<file path="src/rtl/sprite_pkg.sv">
// Shared types and defaults for the sprite layer scheduler.
// Optional feature macro used by the top: SPRITE_LAYER_COLLISION_EN.
package sprite_pkg;

  localparam int N_OBJ_DEFAULT = 4;
  localparam int CW_DEFAULT    = 10;
  localparam int IW_DEFAULT    = 11;

  typedef struct packed {
    logic                  en;
    logic [CW_DEFAULT-1:0] x;
    logic [CW_DEFAULT-1:0] y;
    logic [CW_DEFAULT-1:0] larg;
    logic [CW_DEFAULT-1:0] alt;
    logic [1:0]            shift;
  } obj_cfg_t;

  // Exclusive far edge, widened so objects hanging past the screen never wrap.
  function automatic logic [CW_DEFAULT+3:0] scaled_bound(
    input logic [CW_DEFAULT-1:0] base,
    input logic [CW_DEFAULT-1:0] size,
    input logic [1:0]            shift
  );
    return {4'b0, base} + ({4'b0, size} << shift);
  endfunction

endpackage

</file>
<file path="src/rtl/sprite_layer_ctrl_hit.sv">
// Stage-1 slice for one object: coverage test and local offsets, registered.
// Unaffected by SPRITE_LAYER_COLLISION_EN.
module sprite_hit
  import sprite_pkg::*;
(
  input  logic                  CLK,
  input  logic                  reset,
  input  obj_cfg_t              cfg,
  input  logic [CW_DEFAULT-1:0] x_vga,
  input  logic [CW_DEFAULT-1:0] y_vga,
  input  logic                  vga_active,
  output logic                  hit,
  output logic [CW_DEFAULT-1:0] dx,
  output logic [CW_DEFAULT-1:0] dy,
  output logic [CW_DEFAULT-1:0] larg,
  output logic [1:0]            shift
);

  logic [CW_DEFAULT+3:0] x_end;
  logic [CW_DEFAULT+3:0] y_end;
  logic                  hit_c;

  assign x_end = scaled_bound(cfg.x, cfg.larg, cfg.shift);
  assign y_end = scaled_bound(cfg.y, cfg.alt, cfg.shift);

  assign hit_c = vga_active && cfg.en &&
                 (x_vga >= cfg.x) && ({4'b0, x_vga} < x_end) &&
                 (y_vga >= cfg.y) && ({4'b0, y_vga} < y_end);

  // Width and scale travel with the offsets so a commit between stages cannot mix configs.
  always_ff @(posedge CLK or posedge reset) begin
    if (reset) begin
      hit   <= 1'b0;
      dx    <= '0;
      dy    <= '0;
      larg  <= '0;
      shift <= '0;
    end else begin
      hit   <= hit_c;
      dx    <= x_vga - cfg.x;
      dy    <= y_vga - cfg.y;
      larg  <= cfg.larg;
      shift <= cfg.shift;
    end
  end

endmodule

</file>
<file path="src/rtl/sprite_layer_ctrl.sv">
// Per-pixel object scheduler with frame-synchronous config commit.
// Define SPRITE_LAYER_COLLISION_EN to add the per-frame COLLISION_MASK output.
module sprite_layer_ctrl
  import sprite_pkg::*;
#(
  parameter int N_OBJ = N_OBJ_DEFAULT,
  parameter int CW    = CW_DEFAULT,
  parameter int IW    = IW_DEFAULT
) (
  input  logic                     CLK,
  input  logic                     reset,
  input  logic [CW-1:0]            X_VGA,
  input  logic [CW-1:0]            Y_VGA,
  input  logic                     VGA_ACTIVE,
  input  logic                     FRAME_START,
  input  logic                     UPD_VALID,
  output logic                     UPD_READY,
  input  logic [$clog2(N_OBJ):0]   UPD_ID,
  input  logic                     UPD_EN,
  input  logic [CW-1:0]            UPD_X,
  input  logic [CW-1:0]            UPD_Y,
  input  logic [CW-1:0]            UPD_LARGURA,
  input  logic [CW-1:0]            UPD_ALTURA,
  input  logic [1:0]               UPD_SHIFT,
`ifdef SPRITE_LAYER_COLLISION_EN
  output logic [N_OBJ-1:0]         COLLISION_MASK,
`endif
  output logic                     HIT,
  output logic [$clog2(N_OBJ)-1:0] HIT_ID,
  output logic [IW-1:0]            INDICE
);

  localparam int IDW  = $clog2(N_OBJ);
  localparam int UIDW = IDW + 1;

  obj_cfg_t             shadow [N_OBJ];
  obj_cfg_t             active [N_OBJ];
  logic [N_OBJ-1:0]     pending;

  logic [N_OBJ-1:0]     hit_vec;
  logic [CW-1:0]        dx_s1    [N_OBJ];
  logic [CW-1:0]        dy_s1    [N_OBJ];
  logic [CW-1:0]        larg_s1  [N_OBJ];
  logic [1:0]           shift_s1 [N_OBJ];

  logic [IDW-1:0]       win_id;
  logic [CW-1:0]        sel_dx;
  logic [CW-1:0]        sel_dy;
  logic [CW-1:0]        sel_larg;
  logic [1:0]           sel_shift;
  logic [2*CW-1:0]      prod;
  logic [IW-1:0]        idx_c;

  assign UPD_READY = !FRAME_START;

  // Updates land in shadow; only FRAME_START promotes pending shadows to active.
  always_ff @(posedge CLK or posedge reset) begin
    if (reset) begin
      for (int i = 0; i < N_OBJ; i++) begin
        shadow[i] <= '0;
        active[i] <= '0;
      end
      pending <= '0;
    end else if (FRAME_START) begin
      for (int i = 0; i < N_OBJ; i++) begin
        if (pending[i]) active[i] <= shadow[i];
      end
      pending <= '0;
    end else if (UPD_VALID && (UPD_ID < UIDW'(N_OBJ))) begin
      shadow[UPD_ID[IDW-1:0]]  <= '{en: UPD_EN, x: UPD_X, y: UPD_Y, larg: UPD_LARGURA,
                                    alt: UPD_ALTURA, shift: UPD_SHIFT};
      pending[UPD_ID[IDW-1:0]] <= 1'b1;
    end
  end

  for (genvar g = 0; g < N_OBJ; g++) begin : g_obj
    sprite_hit u_hit (
      .CLK        (CLK),
      .reset      (reset),
      .cfg        (active[g]),
      .x_vga      (X_VGA),
      .y_vga      (Y_VGA),
      .vga_active (VGA_ACTIVE),
      .hit        (hit_vec[g]),
      .dx         (dx_s1[g]),
      .dy         (dy_s1[g]),
      .larg       (larg_s1[g]),
      .shift      (shift_s1[g])
    );
  end

  // Scanning downward lets the lowest set bit overwrite any higher one.
  always_comb begin
    win_id = '0;
    for (int i = N_OBJ - 1; i >= 0; i--) begin
      if (hit_vec[i]) win_id = IDW'(i);
    end
  end

  assign sel_dx    = dx_s1[win_id];
  assign sel_dy    = dy_s1[win_id];
  assign sel_larg  = larg_s1[win_id];
  assign sel_shift = shift_s1[win_id];
  assign prod      = (2*CW)'(sel_dy >> sel_shift) * (2*CW)'(sel_larg);
  assign idx_c     = IW'(prod + (2*CW)'(sel_dx >> sel_shift));

  always_ff @(posedge CLK or posedge reset) begin
    if (reset) begin
      HIT    <= 1'b0;
      HIT_ID <= '0;
      INDICE <= '0;
    end else begin
      HIT    <= |hit_vec;
      HIT_ID <= win_id;
      INDICE <= (|hit_vec) ? idx_c : '0;
    end
  end

`ifdef SPRITE_LAYER_COLLISION_EN
  logic [N_OBJ-1:0] coll_acc;
  logic             multi_hit;

  assign multi_hit = (hit_vec & (hit_vec - 1'b1)) != '0;

  // Overlaps accumulate across the frame and are published at the next boundary.
  always_ff @(posedge CLK or posedge reset) begin
    if (reset) begin
      coll_acc       <= '0;
      COLLISION_MASK <= '0;
    end else if (FRAME_START) begin
      COLLISION_MASK <= coll_acc;
      coll_acc       <= '0;
    end else if (multi_hit) begin
      coll_acc <= coll_acc | hit_vec;
    end
  end
`endif

endmodule

</file>
<file path="config.mk">
export PLATFORM = sky130hd
export DESIGN_NAME = sprite_layer_ctrl
export DESIGN_NICKNAME = d
export VERILOG_FILES = /design/src/rtl/sprite_pkg.sv /design/src/rtl/sprite_layer_ctrl_hit.sv /design/src/rtl/sprite_layer_ctrl.sv
export SDC_FILE = /design/constraint.sdc
export NUM_CORES = 1
export LEC_CHECK = 0
export BUFFER_PORTS_ARGS = -buffer_cell sky130_fd_sc_hd__buf_2
export CELL_PAD_IN_SITES_DETAIL_PLACEMENT = 1
export CELL_PAD_IN_SITES_GLOBAL_PLACEMENT = 2
export CORE_UTILIZATION = 47
export CTS_CLUSTER_DIAMETER = 120
export DETAILED_ROUTE_END_ITERATION = 8
export GPL_ROUTABILITY_DRIVEN = 1
export PLACE_DENSITY = 0.83
export SLEW_MARGIN = 10
export SYNTH_ARGS = -nofsm -noshare
export SYNTH_HDL_FRONTEND = slang
export SYNTH_HIERARCHICAL = 1
export SYNTH_SLANG_ARGS = --single-unit
</file>
<file path="constraint.sdc">
create_clock -name CLK -period 29.5 [get_ports CLK]
set_input_delay 5.9 -clock CLK [delete_from_list [all_inputs] [get_ports CLK]]
set_output_delay 5.9 -clock CLK [all_outputs]
set_load 0.02 [all_outputs]
</file>
Word level (Yosys, flattened, before mapping)
Index checks and enable logic that the tools add are counted.
{ "word_totals": {"reg_bits": 494, "elab_cells": 181, "output_inout_bits": 15, "in_bits": 71} }
{ "classes": {"muxes": 24, "bitwise": 4, "reduce_logical": 31, "n_addsub": 17, "shift": 10, "order_cmp": 22, "multipliers": 1} }
{ "ops": {"columns": ["operator", "count"], "rows": [
  ["172-bit bitwise mux", 1],
  ["10-bit by 14-bit adder with 14-bit output", 8],
  ["10-bit by 14-bit less-than comparator with 1-bit output", 8],
  ["10-bit by 2-bit left shift with 14-bit output", 8],
  ["43-bit demux with 2-bit select", 1],
  ["10-bit greater-or-equal comparator", 8],
  ["10-bit subtractor", 8],
  ["10-bit binary-select mux with 2-bit select", 3],
  ["10-bit 2-to-1 mux", 6],
  ["43-bit 2-to-1 mux", 1],
  ["1-bit logical AND", 23],
  ["20-bit by 10-bit multiplier with 11-bit output", 1],
  ["10-bit by 2-bit right shift with 20-bit output", 1],
  ["2-bit 2-to-1 mux", 6],
  ["11-bit adder", 1],
  ["11-bit 2-to-1 mux", 1],
  ["10-bit by 2-bit right shift with 11-bit output", 1],
  ["2-bit AND reduction", 5],
  ["4-bit 2-to-1 mux", 2],
  ["3-bit greater-or-equal comparator, second input constant", 2],
  ["2-bit inverter with 3-bit output", 2],
  ["2-bit binary-select mux with 2-bit select", 1],
  ["4-bit OR", 1],
  ["4-bit OR reduction", 1],
  ["other kinds (9)", 9]
]} }

Depth between registers and ports, before layout
Gate-level depths: netlist of the first run.
{ "logic_depth": {"ltp_word": 12, "mapped_depth": 31, "depth_no_buf": 27} }

Modules after synthesis
The synthesis of the first run kept the hierarchy.
{ "modules_own_cells": {"columns": ["module", "area_per_inst_um2", "cells_per_inst", "seq_area_each_um2", "n_inst"], "rows": [
  ["sprite_layer_ctrl", 16728.5, 1180, 9058.7, 1],
  ["sprite_hit (g_obj[2].u_hit ...)", 3637.2, 413, 825.8, 2],
  ["sprite_hit (g_obj[0].u_hit)", 3613.5, 408, 825.8, 1],
  ["sprite_hit (g_obj[1].u_hit)", 3559.7, 406, 825.8, 1]
]} }

Worst setup path before layout of the first run
Ideal clock, no wire load.
{ "synth_timing": {"kind": "in2out", "startpoint": "in FRAME_START", "endpoint": "out UPD_READY", "t_arrival_ns": 6.240, "setup_slack_ns": 17.360, "n_path_buf": 1, "t_required_ns": 23.600, "path_stages": 2, "path_cell_list": "clkbuf_1 > inv_1"} }
{ "synth_between": {"elab_chain_cells": 1} }
{ "synth_lines": {"columns": ["item", "line_no", "source"], "rows": [
  ["from (decl)", "sprite_layer_ctrl.sv:15", "input logic FRAME_START,"],
  ["1-bit zero test", "sprite_layer_ctrl.sv:54", "assign UPD_READY = !FRAME_START;"],
  ["to (decl)", "sprite_layer_ctrl.sv:17", "output logic UPD_READY,"]
]} }
Every way passes these cells.

Worst setup path after layout of the first run
Same ends and word-level chain as after synthesis.

==> results by group, run 1 <==
Worst setup path
  • WP data required: 23600 ps
  • Crit-path max cell delay: 190 ps
  • Delay-heaviest family, CP: buffers and inverters
  • Max stage delay cell, worst path: buf_2
  • Worst setup path category: in -> out
  • Crit start category: input port
  • CP cell instances: buf_2 > inv_1 > buf_2
  • Crit end category: output pin
  • Most frequent cell on the critical path: buf_2
  • Buffers & Inverters on Critical Path: 3
  • Crit path DAT: 6380 ps
  • CP max FO: 7

Cells and area
  • Most common cell after layout, fill and taps aside: dfrtp_1
  • Post-layout net count: 3292
  • Util after Layout: 0.525
  • Multi-input gate area: 17600 sq um
  • Reg area: 12400 sq um
  • Commonest cells after routing, fill and taps aside: dfrtp_1, mux2_2, ha_1, inv_1, nand2_1
  • Layout cells sized above 1: 0.230
  • Area growth, synth to finish: 10.8%
  • Fill cell count: 6964

Synthesis
  • Ys async rst share: 1.00
  • Syn Area/Cell: 11.1 sq um
  • Synth Warn #: 6
  • Primary FF master, synth: dfrtp_1
  • Area of the mapped netlist: 31200 sq um
  • Sequential area share after synthesis: 0.397
  • Proportion of netlist area held by the largest area contributor: 0.397
  • Synth area leader: dfrtp_1
  • Syn Nets: 3207
  • Top cells by area, synth: dfrtp_1, mux2_2, ha_1
  • Post-synth EDFFs: 0
  • Seq cells post-synth: 494
  • Post-synth cell types: 90
  • Gate Count Post-Synth: 2820

Detailed routing
  • Drt first pass iters: 5
  • Vias: 22603
  • Post-route DRC: 0
  • WL/cell: 25.4 microns
  • Total Wirelength: 97100 microns
  • Initial detailed-routing violation count: 1315
  • DR vias/cell: 5.92
  • Routed Antenna Nets: 0

Clocking
  • Worst skew pair latency: 630 ps
  • Setup bufs post-CTS: 0
  • # hold bufs at CTS: 0
  • Num CTS Buffers: 55
  • Clock Tree Root: clkbuf_16
  • Post-CTS sizing: 0
  • H-tree depth: 2
  • Clk slew on worst S/H paths: 60 ps
  • TritonCTS clock tree: built
  • Clock sinks: 494
  • Clk buf depth: 3

STA
  • Worst setup margin: 17220 ps
  • Worst Tran Pin Value: 1050 ps
  • Fin. Hold Viols: 0
  • Setup TNS: 0 ps
  • Slew Limit Fails: 0
  • Fmax: 81.4 MHz
  • Max_slew headroom: 0.299
  • RSZ-0062 raised after global routing: false
  • Min Hold Slack: 454 ps
  • Final min period: 12280 ps
  • Clock skew: 23.8 ps
  • Period utilisation layout: 0.416
  • Setup-failing EPs final: 0

Floorplan
  • Die height: 260 microns
  • # rows: 94
  • Initial Utilization: 0.474
  • Core ar.: 65700 sq um
  • Top-level port count: 86
  • Die area: 67400 sq um
  • Die width: 260 microns

Run
  • Max Cap Viol: 0

Run status
  • Status: finished, final reports clean

Global route
  • Vias in the first global route: 24362
  • Gr usage total: 0.294
  • Initial antenna violation count: 1
  • Largest net degree at the start of global routing: 165
  • First-pass GRT wire length: 149000 microns
  • Remaining Overflow, GRT: 0

Power
  • Power density over the cells: 133 nW/um^2
  • LEAKAGE: 16.1 nW
  • Worst VDD drop: 0.174 mV

Worst hold path
  • Hold Path Class: reg -> reg

Placement
  • IO Port Bufs: 85
  • Dpl ws: 17220 ps
  • Final GP Congestion: 0.894
  • Detailed placement HPWL: 72800 microns
## logic make-up after synthesis
group           synth area share
flops                      0.397
xor+xnor                  0.0356
compound gates             0.115
buf+inv                   0.0412
simple gates              0.0923
mux                        0.180
fa+ha+maj                  0.140
## sequential cells by signal, indices dropped and copies added, names as in the netlist
name,flops
active,172
shadow,172
g_obj.u_hit/dx,40
g_obj.u_hit/dy,40
g_obj.u_hit/larg,40
INDICE,11
g_obj.u_hit/shift,8
g_obj.u_hit/hit,4
pending,4
HIT_ID,2
HIT,1
## cell usage after synthesis, types with 31 or more instances
| cell | n |
|---|---|
| nand3_1 | 31 |
| dfrtp_1 | 494 |
| nor3_1 | 38 |
| xor2_1 | 59 |
| xnor2_1 | 65 |
| ha_1 | 261 |
| nand2_1 | 182 |
| nor2_1 | 113 |
| fa_1 | 55 |
| clkbuf_1 | 61 |
| nor2b_1 | 57 |
| a21oi_1 | 131 |
| mux2i_1 | 44 |
| mux4_2 | 49 |
| mux2_2 | 349 |
| inv_1 | 249 |
| a21o_1 | 46 |
| o21ai_0 | 111 |
## worst paths after layout
kind / startpoint / end / slack (ps) / cells after the start
worst max-delay path: FRAME_START / UPD_READY / 17220 / 3
worst min-delay path: active[98]$_DFFE_PP0P_ / g_obj[1].u_hit/larg[0]$_DFF_PP0_ / 450 / 0
worst max register to register: g_obj[1].u_hit/hit$_DFF_PP0_ / INDICE[10]$_DFF_PP0_ / 21360 / 27
worst min register to register: active[98]$_DFFE_PP0P_ / g_obj[1].u_hit/larg[0]$_DFF_PP0_ / 450 / 0
max in group asynchronous: reset / active[11]$_DFFE_PP0P_ / 21660 / 4
min in group asynchronous: reset / HIT$_DFF_PP0_ / 5470 / 2
## metrics by stage
step	power (mW)	instances	area, sq um
floorplan	3.10	2820	31200
global placement	3.70	3712	32600
detailed placement	3.85	3712	32600
CTS	4.62	3815	34500
global route	4.97	3815	34500
finish	4.58	3817	34500
## cell type report
type / instances / share of cell area
clock inverters: 28 / 0.0111
flip-flops and latches: 494 / 0.358
diodes: 2 / 0.000145
repair buffers: 111 / 0.0183
well taps: 864 / 0.0313
clock buffers: 75 / 0.0449
inverters: 249 / 0.0273
multi-input cells: 1994 / 0.509
## report_power, final
part	total (mW)	switching [mW]	leakage (nW)	internal, mW
sequential	1.10	0.210	6.20	0.890
clock	0.726	0.301	0.919	0.425
combinational	2.76	1.54	8.97	1.22
## routing by layer
metal | global-route usage | wire length, microns | up-vias
met3 | 0.0483 | 4920 | 112
met4 | 0.0660 | 1940 | 0
met1 | 0.417 | 45400 | 11798
met2 | 0.472 | 44900 | 453
met5 | 0 | 0 | -
li1 | - | - | 10240
No activity file was read; power rests on OpenSTA's default activity.
==> run 2: changes to the inputs <==
- CORE_UTILIZATION: 47 -> 39
- PLACE_DENSITY: 0.83 -> 0.73
- clock period: 29.5 -> 11.2 ns (I/O delays scaled with it)
==> run 2 against run 1 <==
- first-iteration DRC count is 13% higher
- routed wire length is 6.0% higher
- core utilization is 8.5 points lower
- worst hold slack better by 40 ps
- register-to-register slack worse by 18000 ps
- design area is 0.76% higher
- clock-buffer cell count is 1 higher
- critical path depth is 24 higher
- clock skew is 20 ps higher
- clock power grew to 2.7 times the previous value
==> results by group, run 2 (synthesis gave the netlist of run 1 again) <==
Clocking
  • Setup bufs post-CTS: 0
  • Worst skew pair latency: 650 ps
  • TritonCTS clock tree: built
  • H-tree depth: 2
  • # hold bufs at CTS: 0
  • Clock sinks: 494
  • Clk buf depth: 3
  • Post-CTS sizing: 0
  • Clock Tree Root: clkbuf_16
  • Num CTS Buffers: 57
  • Clk slew on worst S/H paths: 60 ps

Cells and area
  • Post-layout net count: 3296
  • Commonest cells after routing, fill and taps aside: dfrtp_1, mux2_2, ha_1, inv_1, nand2_1
  • Most common cell after layout, fill and taps aside: dfrtp_1
  • Util after Layout: 0.441
  • Top Registers: active: 172 flops, shadow: 172 flops
  • Area growth, synth to finish: 11.6%
  • Layout cells sized above 1: 0.233

STA
  • Clock skew: 43.5 ps
  • Worst setup margin: 3300 ps
  • Max_slew headroom: 0.299
  • Setup TNS: 0 ps
  • Setup-failing EPs final: 0
  • Min Hold Slack: 494 ps
  • Final min period: 7900 ps
  • RSZ-0062 raised after global routing: false
  • Period utilisation layout: 0.705
  • Fin. Hold Viols: 0
  • Fmax: 127 MHz
  • Slew Limit Fails: 0
  • Worst Tran Pin Value: 1050 ps

Power
  • Final Total Pwr: 12.1 mW
  • LEAKAGE: 16.1 nW
  • Power density over the cells: 348 nW/um^2
  • Worst VDD drop: 0.274 mV

Worst setup path
  • Reg2reg path depth: 27
  • CP max FO: 26
  • FF-to-FF setup slack: 3300 ps
  • Crit path DAT: 8440 ps
  • FF-to-FF Start: g_obj[1].u_hit/hit$_DFF_PP0_
  • Crit start category: flop
  • R2R Path End: INDICE[10]$_DFF_PP0_
  • Worst setup path category: reg -> reg
  • Critical path launch point: g_obj[1].u_hit/hit$_DFF_PP0_
  • CP endpoint: INDICE[10]$_DFF_PP0_
  • WP data required: 11740 ps
  • Crit end category: flop

Floorplan
  • Die area: 81100 sq um
  • Die width: 285 microns
  • # rows: 103
  • Core ar.: 79000 sq um
  • Initial Utilization: 0.395
  • Top-level port count: 86
  • Die height: 285 microns

Detailed routing
  • WL/cell: 25.7 microns
  • Drt first pass iters: 5
  • Routed Antenna Nets: 0
  • Vias: 22722
  • Post-route DRC: 0
  • Initial detailed-routing violation count: 1483
  • Total Wirelength: 103000 microns
  • DR vias/cell: 5.67

Global route
  • Vias in the first global route: 23896
  • Largest net degree at the start of global routing: 80
  • Gr usage total: 0.256
  • Remaining Overflow, GRT: 0
  • Initial antenna violation count: 9
  • First-pass GRT wire length: 155000 microns

Run status
  • Status: finished, final reports clean

Placement
  • Detailed placement HPWL: 77900 microns
  • IO Port Bufs: 85
  • Final GP Congestion: 0.899
  • Dpl ws: 3260 ps

Worst hold path
  • Hold Path Class: reg -> reg

Run
  • Max Cap Viol: 0
[run 2: changes by cell type in the layout (fill, tap and decap cells not counted), moves of 2 or more]
cell / change
clkinv_2: +2
clkbuf_8: +2
clkinv_16: -2
clkbuf_16: +2
dfrtp_1: -2
dfrtp_2: +2
clkbuf_1: -3
buf_4: +3
[run 2: critical path: stages, from the launching register on]
cell	delay, ps
dfrtp_1	650
or4b_4	720
o32ai_4	200
or2_1	820
mux2i_1	420
nor2_1	80
a21oi_1	570
nand2_1	170
fa_1	500
inv_1	70
ha_1	130
inv_1	40
fa_1	470
inv_1	40
ha_1	260
inv_1	40
fa_1	470
inv_1	40
ha_1	310
a21o_1	190
a21oi_1	230
o21bai_1	100
a21oi_1	230
o21ai_0	190
xor2_1	210
and3_1	200
or3_1	300
mux2i_1	130
[run 2: worst min path at each step]
| stage | startpoint | end | slack [ps] | depth (start not counted) |
|---|---|---|---|---|
| 2_1_floorplan | active[130]$_DFFE_PP0P_ | g_obj[0].u_hit/shift[1]$_DFF_PP0_ | 360 | 0 |
| 3_3_place_gp | active[141]$_DFFE_PP0P_ | g_obj[0].u_hit/larg[0]$_DFF_PP0_ | 460 | 0 |
| 3_5_place_dp | active[141]$_DFFE_PP0P_ | g_obj[0].u_hit/larg[0]$_DFF_PP0_ | 480 | 0 |
| 4_1_cts | active[141]$_DFFE_PP0P_ | g_obj[0].u_hit/larg[0]$_DFF_PP0_ | 500 | 0 |
| 5_1_grt | shadow[9]$_DFFE_PP0P_ | shadow[9]$_DFFE_PP0P_ | 510 | 1 |
| 6_report | shadow[137]$_DFFE_PP0P_ | active[137]$_DFFE_PP0P_ | 490 | 1 |
[run 2: area by class of cell]
cell class	count	area, sq um
repair buffers	113	636
flip-flops and latches	494	12400
multi-input cells	1994	17600
diodes	2	5.00
clock buffers	76	1620
fillers	8526	44200
clock inverters	29	347
inverters	249	938
well taps	1050	1310
[run 2: report_power, final]
part	leakage, nW	switching, mW	internal (mW)
sequential	6.20	0.605	2.34
clock	0.954	0.811	1.16
combinational	8.97	3.99	3.19
[run 2: through the flow]
stage	cell area, sq um	instances
final	34800	4007
after global routing	34800	4005
after CTS	34800	4005
after detailed placement	32800	3900
after global placement	32800	3900
after floorplan	31200	2820
[run 2: per-layer routing]
| metal | up-vias | global-route usage | wire, microns |
|---|---|---|---|
| met4 | 0 | 0.0536 | 2000 |
| met2 | 446 | 0.386 | 45500 |
| met1 | 11900 | 0.389 | 50800 |
| met5 | - | 0 | 0 |
| met3 | 108 | 0.0332 | 4680 |
| li1 | 10268 | - | - |
